==> config.mk <==
export PLATFORM = sky130hd
export DESIGN_NAME = mmss_time_counter_flat
export DESIGN_NICKNAME = d
export VERILOG_FILES = /design/src/rtl/mmss_time_counter_if.sv /design/src/rtl/mmss_time_counter.sv /design/src/flat_wrapper.sv
export SDC_FILE = /design/constraint.sdc
export NUM_CORES = 1
export LEC_CHECK = 0
export CAP_MARGIN = 40
export CORE_ASPECT_RATIO = 2
export CORE_MARGIN = 8
export CORE_UTILIZATION = 60
export CTS_BUF_LIST = sky130_fd_sc_hd__clkbuf_2
export DETAILED_ROUTE_END_ITERATION = 8
export MAX_ROUTING_LAYER = met4
export PLACE_DENSITY = 0.94
export SLEW_MARGIN = 20
export SYNTH_ARGS = -nofsm -noshare
export SYNTH_HDL_FRONTEND = slang
export SYNTH_SLANG_ARGS = --single-unit
==> constraint.sdc <==
create_clock -name CLK -period 2.45 [get_ports CLK]
set_input_delay 0.3675 -clock CLK [delete_from_list [all_inputs] [get_ports CLK]]
set_output_delay 0.3675 -clock CLK [all_outputs]
set_load 0.005 [all_outputs]
==> src/rtl/mmss_time_counter_if.sv <==
// Control and BCD digit bundle between the minute:second counter and its users.
// Pure wiring; no storage or added delay.
// No flow control: controls are levels or single-cycle pulses, outputs are registered levels.
interface mmss_time_counter_if;
   logic       Run_En;
   logic       Clr;
   logic       Inc_Sec;
   logic       Inc_Min;
   logic [3:0] SecL;
   logic [3:0] SecH;
   logic [3:0] MinL;
   logic [3:0] MinH;
   logic       Sec_Tick;
   logic       Hour_Carry;

   // Controller side: drives the controls and observes the digits.
   modport master (
      output Run_En, Clr, Inc_Sec, Inc_Min,
      input  SecL, SecH, MinL, MinH, Sec_Tick, Hour_Carry
   );

   // Counter side: consumes the controls and produces the digits.
   modport slave (
      input  Run_En, Clr, Inc_Sec, Inc_Min,
      output SecL, SecH, MinL, MinH, Sec_Tick, Hour_Carry
   );
endinterface

==> src/rtl/mmss_time_counter.sv <==
// Prescaled 1 Hz timebase and BCD mm:ss counter with stop/run, clear and manual set.
// Digits and pulses update one CLK after the controlling inputs; all outputs are registered.
// No backpressure: Inc_* pulses are dropped while running, and stopping freezes the prescaler phase.
module mmss_time_counter #(
   parameter logic [25:0] DIV_MAX = 26'd49_999_999
) (
   input logic              CLK,
   input logic              RSTn,
   mmss_time_counter_if.slave bus
);

   logic [25:0] presc;
   logic [3:0]  sec_l, sec_h, min_l, min_h;
   logic        sec_tick, hour_carry;

   logic [3:0]  sec_l_nxt, sec_h_nxt, min_l_nxt, min_h_nxt;
   logic        sec_wrap, min_wrap;

   // Next mod-60 value of each digit pair; shared by the tick path and the manual set path.
   always_comb begin
      sec_wrap  = (sec_l == 4'd9) && (sec_h == 4'd5);
      min_wrap  = (min_l == 4'd9) && (min_h == 4'd5);
      sec_l_nxt = (sec_l == 4'd9) ? 4'd0 : sec_l + 4'd1;
      sec_h_nxt = sec_h;
      if (sec_l == 4'd9) begin
         sec_h_nxt = (sec_h == 4'd5) ? 4'd0 : sec_h + 4'd1;
      end
      min_l_nxt = (min_l == 4'd9) ? 4'd0 : min_l + 4'd1;
      min_h_nxt = min_h;
      if (min_l == 4'd9) begin
         min_h_nxt = (min_h == 4'd5) ? 4'd0 : min_h + 4'd1;
      end
   end

   // Prescaler and digit state: clear beats running, running beats manual set.
   always_ff @(posedge CLK or negedge RSTn) begin
      if (!RSTn) begin
         presc      <= '0;
         sec_l      <= '0;
         sec_h      <= '0;
         min_l      <= '0;
         min_h      <= '0;
         sec_tick   <= 1'b0;
         hour_carry <= 1'b0;
      end else if (bus.Clr) begin
         presc      <= '0;
         sec_l      <= '0;
         sec_h      <= '0;
         min_l      <= '0;
         min_h      <= '0;
         sec_tick   <= 1'b0;
         hour_carry <= 1'b0;
      end else if (bus.Run_En) begin
         if (presc == DIV_MAX) begin
            presc      <= '0;
            sec_l      <= sec_l_nxt;
            sec_h      <= sec_h_nxt;
            // Minutes only move when the seconds roll over 59 -> 00.
            if (sec_wrap) begin
               min_l <= min_l_nxt;
               min_h <= min_h_nxt;
            end
            sec_tick   <= 1'b1;
            hour_carry <= sec_wrap && min_wrap;
         end else begin
            presc      <= presc + 26'd1;
            sec_tick   <= 1'b0;
            hour_carry <= 1'b0;
         end
      end else begin
         // Stopped: prescaler phase is held so resuming continues where it left off.
         sec_tick   <= 1'b0;
         hour_carry <= 1'b0;
         if (bus.Inc_Sec) begin
            sec_l <= sec_l_nxt;
            sec_h <= sec_h_nxt;
         end
         if (bus.Inc_Min) begin
            min_l <= min_l_nxt;
            min_h <= min_h_nxt;
         end
      end
   end

   assign bus.SecL       = sec_l;
   assign bus.SecH       = sec_h;
   assign bus.MinL       = min_l;
   assign bus.MinH       = min_h;
   assign bus.Sec_Tick   = sec_tick;
   assign bus.Hour_Carry = hour_carry;

endmodule
==> src/flat_wrapper.sv <==
// flat-port wrapper written by rule: the top's interface ports become plain ports
module mmss_time_counter_flat 
#(
   parameter logic [25:0] DIV_MAX = 26'd49_999_999
)
  (CLK, RSTn, bus_Run_En, bus_Clr, bus_Inc_Sec, bus_Inc_Min, bus_SecL, bus_SecH, bus_MinL, bus_MinH, bus_Sec_Tick, bus_Hour_Carry);
  mmss_time_counter_if bus_i ();
  input logic CLK;
  input logic RSTn;
  input wire logic [$bits(bus_i.Run_En)-1:0] bus_Run_En;
  input wire logic [$bits(bus_i.Clr)-1:0] bus_Clr;
  input wire logic [$bits(bus_i.Inc_Sec)-1:0] bus_Inc_Sec;
  input wire logic [$bits(bus_i.Inc_Min)-1:0] bus_Inc_Min;
  output wire logic [$bits(bus_i.SecL)-1:0] bus_SecL;
  output wire logic [$bits(bus_i.SecH)-1:0] bus_SecH;
  output wire logic [$bits(bus_i.MinL)-1:0] bus_MinL;
  output wire logic [$bits(bus_i.MinH)-1:0] bus_MinH;
  output wire logic [$bits(bus_i.Sec_Tick)-1:0] bus_Sec_Tick;
  output wire logic [$bits(bus_i.Hour_Carry)-1:0] bus_Hour_Carry;
  assign bus_i.Run_En = bus_Run_En;
  assign bus_i.Clr = bus_Clr;
  assign bus_i.Inc_Sec = bus_Inc_Sec;
  assign bus_i.Inc_Min = bus_Inc_Min;
  assign bus_SecL = bus_i.SecL;
  assign bus_SecH = bus_i.SecH;
  assign bus_MinL = bus_i.MinL;
  assign bus_MinH = bus_i.MinH;
  assign bus_Sec_Tick = bus_i.Sec_Tick;
  assign bus_Hour_Carry = bus_i.Hour_Carry;
  mmss_time_counter #(.DIV_MAX(DIV_MAX)) u_core (.CLK(CLK), .RSTn(RSTn), .bus(bus_i));
endmodule
After elaboration in Yosys (flattened, before gate mapping)
Index checks and enable logic that the tools add are counted.
W data, S select, Z words.
- shift operators: 0
- multiplexer cells: 33
- multiply operators: 0
- bitwise gates (word level): 0
- magnitude comparators: 0
- $add $sub $neg: 5
- reductions and logical operators: 8
- div/mod/pow operators: 0
- equal/unequal tests: 7
- operators by type and width (kind ; number):
    $mux W4 ; 24
    $mux W26 ; 3
    $add A26 B1 Y26 const B ; 1
    $eq A26 B26 Y1 const B ; 1
    $add A4 B1 Y4 const B ; 4
    $eq A4 B3 Y1 const B ; 2
    $eq A4 B4 Y1 const B ; 2
    $mux W1 ; 6
    $ne A3 B1 Y1 const B ; 2
    $reduce_bool A3 Y1 ; 2
    $logic_and A1 B1 Y1 ; 3
    $reduce_and A3 Y1 ; 1
    $reduce_and A2 Y1 ; 1
    $reduce_bool A2 Y1 ; 1
- memories kept: 0
- word-level logic and storage cells: 60
- register bits after elaboration: 44
- bits in writable memories: 0
- bits in latches: 0
- ROM bits: 0

Longest topological paths before layout
Gate-level depths: netlist (run 1).
- depth in word-level cells: 7
- gate-level depth with buffers: 9
- gate-level depth less buffers: 7

Least setup slack after synthesis (run 1)
OpenSTA, ideal clock, no wires.
- kind: register -> register
- start: reg u_core.sec_l[1] (netlist: u_core.bus.SecL[1])
- end: reg u_core.min_h[0] (netlist: u_core.bus.MinH[0])
- arrival: 2036 ps
- data required time: 2376 ps
- stages on the path, launching flop included: 10
- path slack: 339 ps
- setup time: 74 ps
- path through: dfrtp_1 -> inv_1 -> ha_1 -> and3b_1 -> buf_2 -> nand2_1 -> or4_1 -> buf_2 -> a211o_1 -> a21oi_2
- longest elaborated chain between the ends: 4
- RTL lines (item ; RTL line ; source):
    start, declared ; mmss_time_counter.sv:13 ; logic [3:0] sec_l, sec_h, min_l, min_h;
    start signal, assigned ; mmss_time_counter.sv:56 ; sec_l <= sec_l_nxt;
    start signal, assigned ; mmss_time_counter.sv:75 ; sec_l <= sec_l_nxt;
    $eq A4 B4 Y1 ; mmss_time_counter.sv:21 ; sec_wrap = (sec_l == 4'd9) && (sec_h == 4'd5);
    $logic_and A1 B1 Y1 ; mmss_time_counter.sv:21 ;
    $ne A3 B1 Y1 (no source line) ; n/a ;
    $reduce_and A3 Y1 (no source line) ; n/a ;
    end signal, assigned ; mmss_time_counter.sv:61 ; min_h <= min_h_nxt;
    end signal, assigned ; mmss_time_counter.sv:80 ; min_h <= min_h_nxt;
    end, declared ; mmss_time_counter.sv:13 ;
Every way passes these cells.
A chain may end at the register's enable or synchronous reset.

Worst setup path after layout (run 1)
- start: reg u_core.presc[10]
- end: reg u_core.min_h[0] (netlist: u_core.bus.MinH[0])
- longest elaborated chain between the ends: 3
- RTL lines (item ; RTL line ; source):
    start, declared ; mmss_time_counter.sv:12 ; logic [25:0] presc;
    start signal, assigned ; mmss_time_counter.sv:66 ; presc <= presc + 26'd1;
    $eq A26 B26 Y1 ; mmss_time_counter.sv:54 ; if (presc == DIV_MAX) begin
    $ne A3 B1 Y1 (no source line) ; n/a ;
    $reduce_and A3 Y1 (no source line) ; n/a ;
Every way passes these cells.

==> results_dict.tcl, run 1 <==
set metrics [dict create \
    status "completed" \
    area_growth_pct 12.8 \
    post_cts.repair.setup_buffers 0 \
    tightest_slew_ns 0.430 \
    grt_pass1_wl_um 11800 \
    dp_cells 371 \
    slew_viol_final 0 \
    layout_min_cycle_time_ns 2.23 \
    slew_headroom_pct 71.1 \
    first_pass_iters 5 \
    synth_ff_type "dfrtp_1" \
    crit_fanout 6 \
    syn_inst 299 \
    yosys_warnings 0 \
    start_util_pct 61.9 \
    grt_pass1_vias 2531 \
    netlist_area_um2 2690 \
    ys_async_sr_fraction_pct 100 \
    cts-root-buf "clkbuf_2" \
    nets 340 \
    vdd_drop_max_uv 305 \
    rows 34 \
    ant_nets 0 \
    crit_slowest_cell "or4_1" \
    die_h_um 111 \
    cts-buffers-inserted 5 \
    crit_type "register to register" \
    drc 0 \
    cts_tree "yes" \
    cp-end-kind "register" \
    hpwlAfterDp_um 5110 \
    synth_seq_cells 44 \
    synth_common_cells "dfrtp_1 (44), nand2_1 (31), a21oi_1 (21)" \
    yosys.area.top_type "dfrtp_1" \
    final.period_utilization_pct 91.0 \
    die-area_um2 7010 \
    drive_gt1_share_pct 9.51 \
    skew_ns 0.0271 \
    leakagePower_nw 1.25 \
    antenna_found_initial 0 \
    num_antenna_cells 0 \
    port_buffers 23 \
    critPathTopFamily "simple AND/OR/NAND/NOR gates" \
    insertion_delay_ns 0.43 \
    r2r_end "u_core.bus.MinH[0]" \
    clock.fmax_mhz 448 \
    drt-total-wl_um 7020 \
    critPathBufInv 0 \
    viasPerCell 6.74 \
    syn_area_per_cell_um2 8.99 \
    track_usage_pct 20.7 \
    cp-start-kind "register" \
    r2r_cells 5 \
    clock_sinks 44 \
    slowest_delay_ns 0.67 \
    die_w_um 63.3 \
    yosys-top-cells-area "dfrtp_1 (41%), nand2_1 (4.3%), ha_1 (4.2%), a21oi_1 (3.9%), o21ai_0 (3.7%)" \
    drtIter0Drc 193 \
    ios 24 \
    power_density_nw_per_um2 383 \
    seq_area_frac_synth_pct 41.0 \
    instances_no_fill 380 \
    core_um2 4340 \
    grt_max_degree 34 \
    r2r_setup_slack_ns 0.22 \
    path_cells "nor4_4 > nand4_1 > or4_1 > a211o_1 > a21oi_2" \
    grt-ovfl-total 0 \
    gp_congestion 0.916 \
    arrival_ns 2.62 \
    r2r_start "u_core.presc[10]" \
    yosysUniqueCellTypes 51 \
    clock_path_buffers 2 \
    hold_class "primary input to async pin" \
    yosys.area.top_type_share_pct 41.0 \
    via_count 2560 \
    synth_edf_count 0 \
    cts.htree.levels 2 \
    clk_pin_slew_worst_paths_ns 0.23 \
    setup_viol 0 \
    synth.most_common_cell "dfrtp_1" \
    syn_nets 314 \
    cap_violations 0 \
    required_ns 2.84 \
    rsz0062_at_grt "no" \
    setup_tns_ns 0 \
    final-hold-violation-count 0 \
    wire_per_inst_um 18.5 \
]
## registers in the layout (all words and copies together) (netlist names)
signal / cells
u_core.bus.MinH: 4
u_core.bus.SecL: 4
u_core.bus.MinL: 4
u_core.presc: 26
u_core.bus.SecH: 4
u_core.bus.Hour_Carry: 1
u_core.bus.Sec_Tick: 1
## power by group
group	leakage (nW)	switching [W]	internal (W)
Sequential	0.612	0.0000102	0.000734
Combinational	0.612	0.0000660	0.0000376
Clock	0.0306	0.000238	0.0000762
## area by class of cell
| type | instances | area, um2 |
|---|---|---|
| Fill cell | 344 | 1310 |
| Multi-Input combinational cell | 223 | 1450 |
| Clock buffer | 7 | 35.0 |
| Sequential cell | 44 | 1100 |
| Timing Repair Buffer | 35 | 318 |
| Tap cell | 54 | 67.6 |
| Inverter | 16 | 60.1 |
| Clock inverter | 1 | 3.75 |
## per-stage QoR
stage | hold slack, ns | cell area [um2] | total power (W) | worst slack [ns] | util (%)
after floorplan | 0.0719 | 2690 | 0.000808 | 0.339 | -
after global placement | 0.256 | 2980 | 0.000855 | 0.336 | 68.8
after detailed placement | 0.258 | 2980 | 0.000859 | 0.274 | 68.8
after CTS | 0.293 | 3030 | 0.00117 | 0.215 | 69.9
after global routing | 0.280 | 3030 | 0.00121 | 0.0983 | 69.9
final | 0.333 | 3030 | 0.00116 | 0.220 | 69.9
## routing by layer
metal  track usage [%]  share of wire, %  vias up
li1                  -                 -     1188
met1              19.6                38     1257
met2              36.8                55       92
met3              4.05               4.1       23
met4              12.9               3.2        0
met5                 -                 0        -
## worst max-delay path by stage
stage	from	end	slack, ns	cells after the start
5_1_grt	u_core.presc[10]	u_core.bus.SecH[3]	0.1	5
3_3_place_gp	u_core.presc[10]	u_core.bus.SecH[3]	0.34	5
6_report	u_core.presc[10]	u_core.bus.MinH[0]	0.22	5
3_5_place_dp	u_core.presc[10]	u_core.bus.MinH[0]	0.27	5
4_1_cts	u_core.presc[10]	u_core.bus.SecH[3]	0.22	5
2_1_floorplan	u_core.bus.SecL[1]	u_core.bus.MinH[0]	0.34	9
## kinds of logic after synthesis
family	count (synthesis)	share of synthesized area, %
simple gates	126	26.9
compound gates	83	21.1
flops	44	41.0
buf+inv	32	5.17
fa+ha+maj	9	4.19
xor+xnor	3	0.978
mux	2	0.745
## cell usage in the layout, fill, tap and decap left out, types with 4 or more instances in the layout
master / instances
nor2_1: 13
and3_1: 6
inv_1: 16
o21ai_0: 20
nor4_1: 8
and4_1: 6
ha_1: 9
nor3_1: 8
a21oi_1: 21
clkdlybuf4s50_1: 22
nand4_1: 15
a21o_1: 5
clkbuf_2: 7
nand2_1: 31
a31oi_1: 11
or3_1: 8
or4_1: 4
buf_4: 11
dfrtp_1: 44
nand3_1: 9
## timing repair
item,CTS,global route
hold buffers,1,0
endpoints found under the hold margin,11,0
gates resized for setup,0,0
endpoints found under the setup margin,0,0
(Power assumes the default switching activity.)
==> run 2, diff against run 1 <==
--- a/config.mk
+++ b/config.mk
@@ -9,9 +9,9 @@
 export CORE_ASPECT_RATIO = 2
 export CORE_MARGIN = 8
-export CORE_UTILIZATION = 60
+export CORE_UTILIZATION = 48
 export CTS_BUF_LIST = sky130_fd_sc_hd__clkbuf_2
 export DETAILED_ROUTE_END_ITERATION = 8
 export MAX_ROUTING_LAYER = met4
-export PLACE_DENSITY = 0.94
+export PLACE_DENSITY = 0.79
 export SLEW_MARGIN = 20
 export SYNTH_ARGS = -nofsm -noshare
==> constraint.sdc (replaced) <==
create_clock -name CLK -period 2.45 [get_ports CLK]
set_input_delay 0.49 -clock CLK [delete_from_list [all_inputs] [get_ports CLK]]
set_output_delay 0.49 -clock CLK [all_outputs]
set_load 0.005 [all_outputs]
==> run 2 against run 1 <==
Utilization decreased by 13 points. Sequential cell count unchanged. Final cell count rose by 2.4%. Clock power grew 3%. Cell area up 1.3%. Maximum frequency fell by 1.7%. Power rose by 1.2%. Largest cell class unchanged. Wire length rose by 1.1%. Combinational power grew 5%. Critical endpoint unchanged. Sequential power hardly changed. Critical path depth is 2 higher. Worst setup slack lost 0.038 ns.
==> results_dict.tcl, run 2 (same netlist as run 1, synthesis figures left out) <==
set metrics [dict create \
    rsz0062_at_grt "no" \
    setup_tns_ns 0 \
    cts_tree "yes" \
    first_pass_iters 5 \
    cp-end-kind "register" \
    grt_pass1_wl_um 11400 \
    viasPerCell 6.70 \
    ctsHoldBuffers 0 \
    post_cts.repair.setup_buffers 0 \
    ctsResizeCount 0 \
    start_util_pct 49.6 \
    area_growth_pct 14.3 \
    clock_path_buffers 2 \
    via_count 2608 \
    instances_no_fill 389 \
    arrival_ns 2.67 \
    cts-root-buf "clkbuf_2" \
    clock_sinks 44 \
    tightest_slew_ns 0.583 \
    hpwlAfterDp_um 5100 \
    crit_type "register to register" \
    drt-total-wl_um 7090 \
    rows 38 \
    clock.fmax_mhz 441 \
    die-area_um2 8390 \
    port_buffers 23 \
    holdWs_ns 0.0547 \
    clk_pin_slew_worst_paths_ns 0.25 \
    die_h_um 122 \
    drc 0 \
    vdd_drop_max_uv 337 \
    layout_setup_ws_ns 0.183 \
    grt-ovfl-total 0 \
    grt_pass1_vias 2438 \
    drtIter0Drc 226 \
    skew_ns 0.0298 \
    num_antenna_cells 0 \
    grt_max_degree 45 \
    final-hold-violation-count 0 \
    ant_nets 0 \
    hold_class "primary input to async pin" \
    final.period_utilization_pct 92.5 \
    seq_area_um2 1100 \
    track_usage_pct 17.9 \
    n_fill_cell 509 \
    slew_headroom_pct 61.1 \
    dp_cells 381 \
    ios 24 \
    final_cell_mix "dfrtp_1 (44), nand2_1 (31), clkdlybuf4s50_1 (22)" \
    gp_congestion 0.900 \
    core_um2 5420 \
    crit_fanout 6 \
    fin_total_pwr_w 0.00118 \
    cap_violations 0 \
    multi_input_area_um2 1450 \
    leakagePower_nw 1.27 \
    r2r_setup_slack_ns 0.18 \
    slew_viol_final 0 \
    antenna_found_initial 0 \
    setup_viol 0 \
    largest_register_ffs 26 \
    place_worst_setup_slack_ns 0.211 \
    insertion_delay_ns 0.46 \
    wire_per_inst_um 18.2 \
    cts.htree.levels 2 \
    cts-buffers-inserted 5 \
    layout_commonest_cell "dfrtp_1" \
    required_ns 2.85 \
    status "completed" \
    power_density_nw_per_um2 383 \
    die_w_um 68.9 \
    drive_gt1_share_pct 10.6 \
    largest_register "u_core.presc" \
    layout_min_cycle_time_ns 2.27 \
    nets 343 \
    cp-start-kind "register" \
]
## run 2: changes by cell type in the layout (fill, tap and decap cells not counted)
| cell | change |
|---|---|
| buf_12 | +1 |
| buf_4 | +3 |
| clkbuf_2 | -2 |
| clkinv_2 | +2 |
| dlygate4sd3_1 | -1 |
## run 2: report_power, final
part / internal [W] / leakage [nW] / total (W) / switching, W
Sequential: 0.000734 / 0.612 / 0.000745 / 0.0000105
Clock: 0.0000639 / 0.0302 / 0.000322 / 0.000259
Combinational: 0.0000409 / 0.632 / 0.000109 / 0.0000685
## run 2: worst max-delay path: stages (launching register included)
cell and delay (ns):
dfrtp_1 0.50, inv_1 0.08, ha_1 0.13, and3b_1 0.26, nand2_1 0.14, or4_1 0.65
a211o_1 0.35, a21oi_2 0.11
## run 2: layout make-up
| cell class | count | share of cell area (%) |
|---|---|---|
| Multi-Input combinational cell | 223 | 47.1 |
| Tap cell | 60 | 2.44 |
| Timing Repair Buffer | 38 | 11.4 |
| Inverter | 16 | 1.95 |
| Clock buffer | 5 | 0.814 |
| Clock inverter | 3 | 0.448 |
| Sequential cell | 44 | 35.8 |
## run 2: per-layer routing
| metal | share of wire (%) | up-vias | GRT usage, % |
|---|---|---|---|
| li1 | - | 1195 | - |
| met1 | 36 | 1283 | 18.2 |
| met2 | 55 | 110 | 30.5 |
| met3 | 5.4 | 20 | 3.68 |
| met4 | 3.4 | 0 | 9.10 |
| met5 | 0 | - | - |
## run 2: through the flow
stage | cell area, um2 | util, %
global route | 3070 | 56.7
detailed placement | 3030 | 56.0
global placement | 3030 | 56.0
floorplan | 2690 | -
CTS | 3070 | 56.7
finish | 3070 | 56.7
## run 2: final timing paths
| path | endpoint | from | depth (start not counted) |
|---|---|---|---|
| setup / recovery | u_core.bus.MinH[0] | u_core.bus.SecL[1] | 7 |
| hold / removal | u_core.presc[1] | RSTn | 2 |
| hold reg to reg | u_core.presc[24] | u_core.presc[24] | 1 |
| setup reg to reg | u_core.bus.MinH[0] | u_core.bus.SecL[1] | 7 |
| min in group CLK | u_core.presc[24] | u_core.presc[24] | 1 |
| max in group asynchronous | u_core.presc[22] | RSTn | 2 |
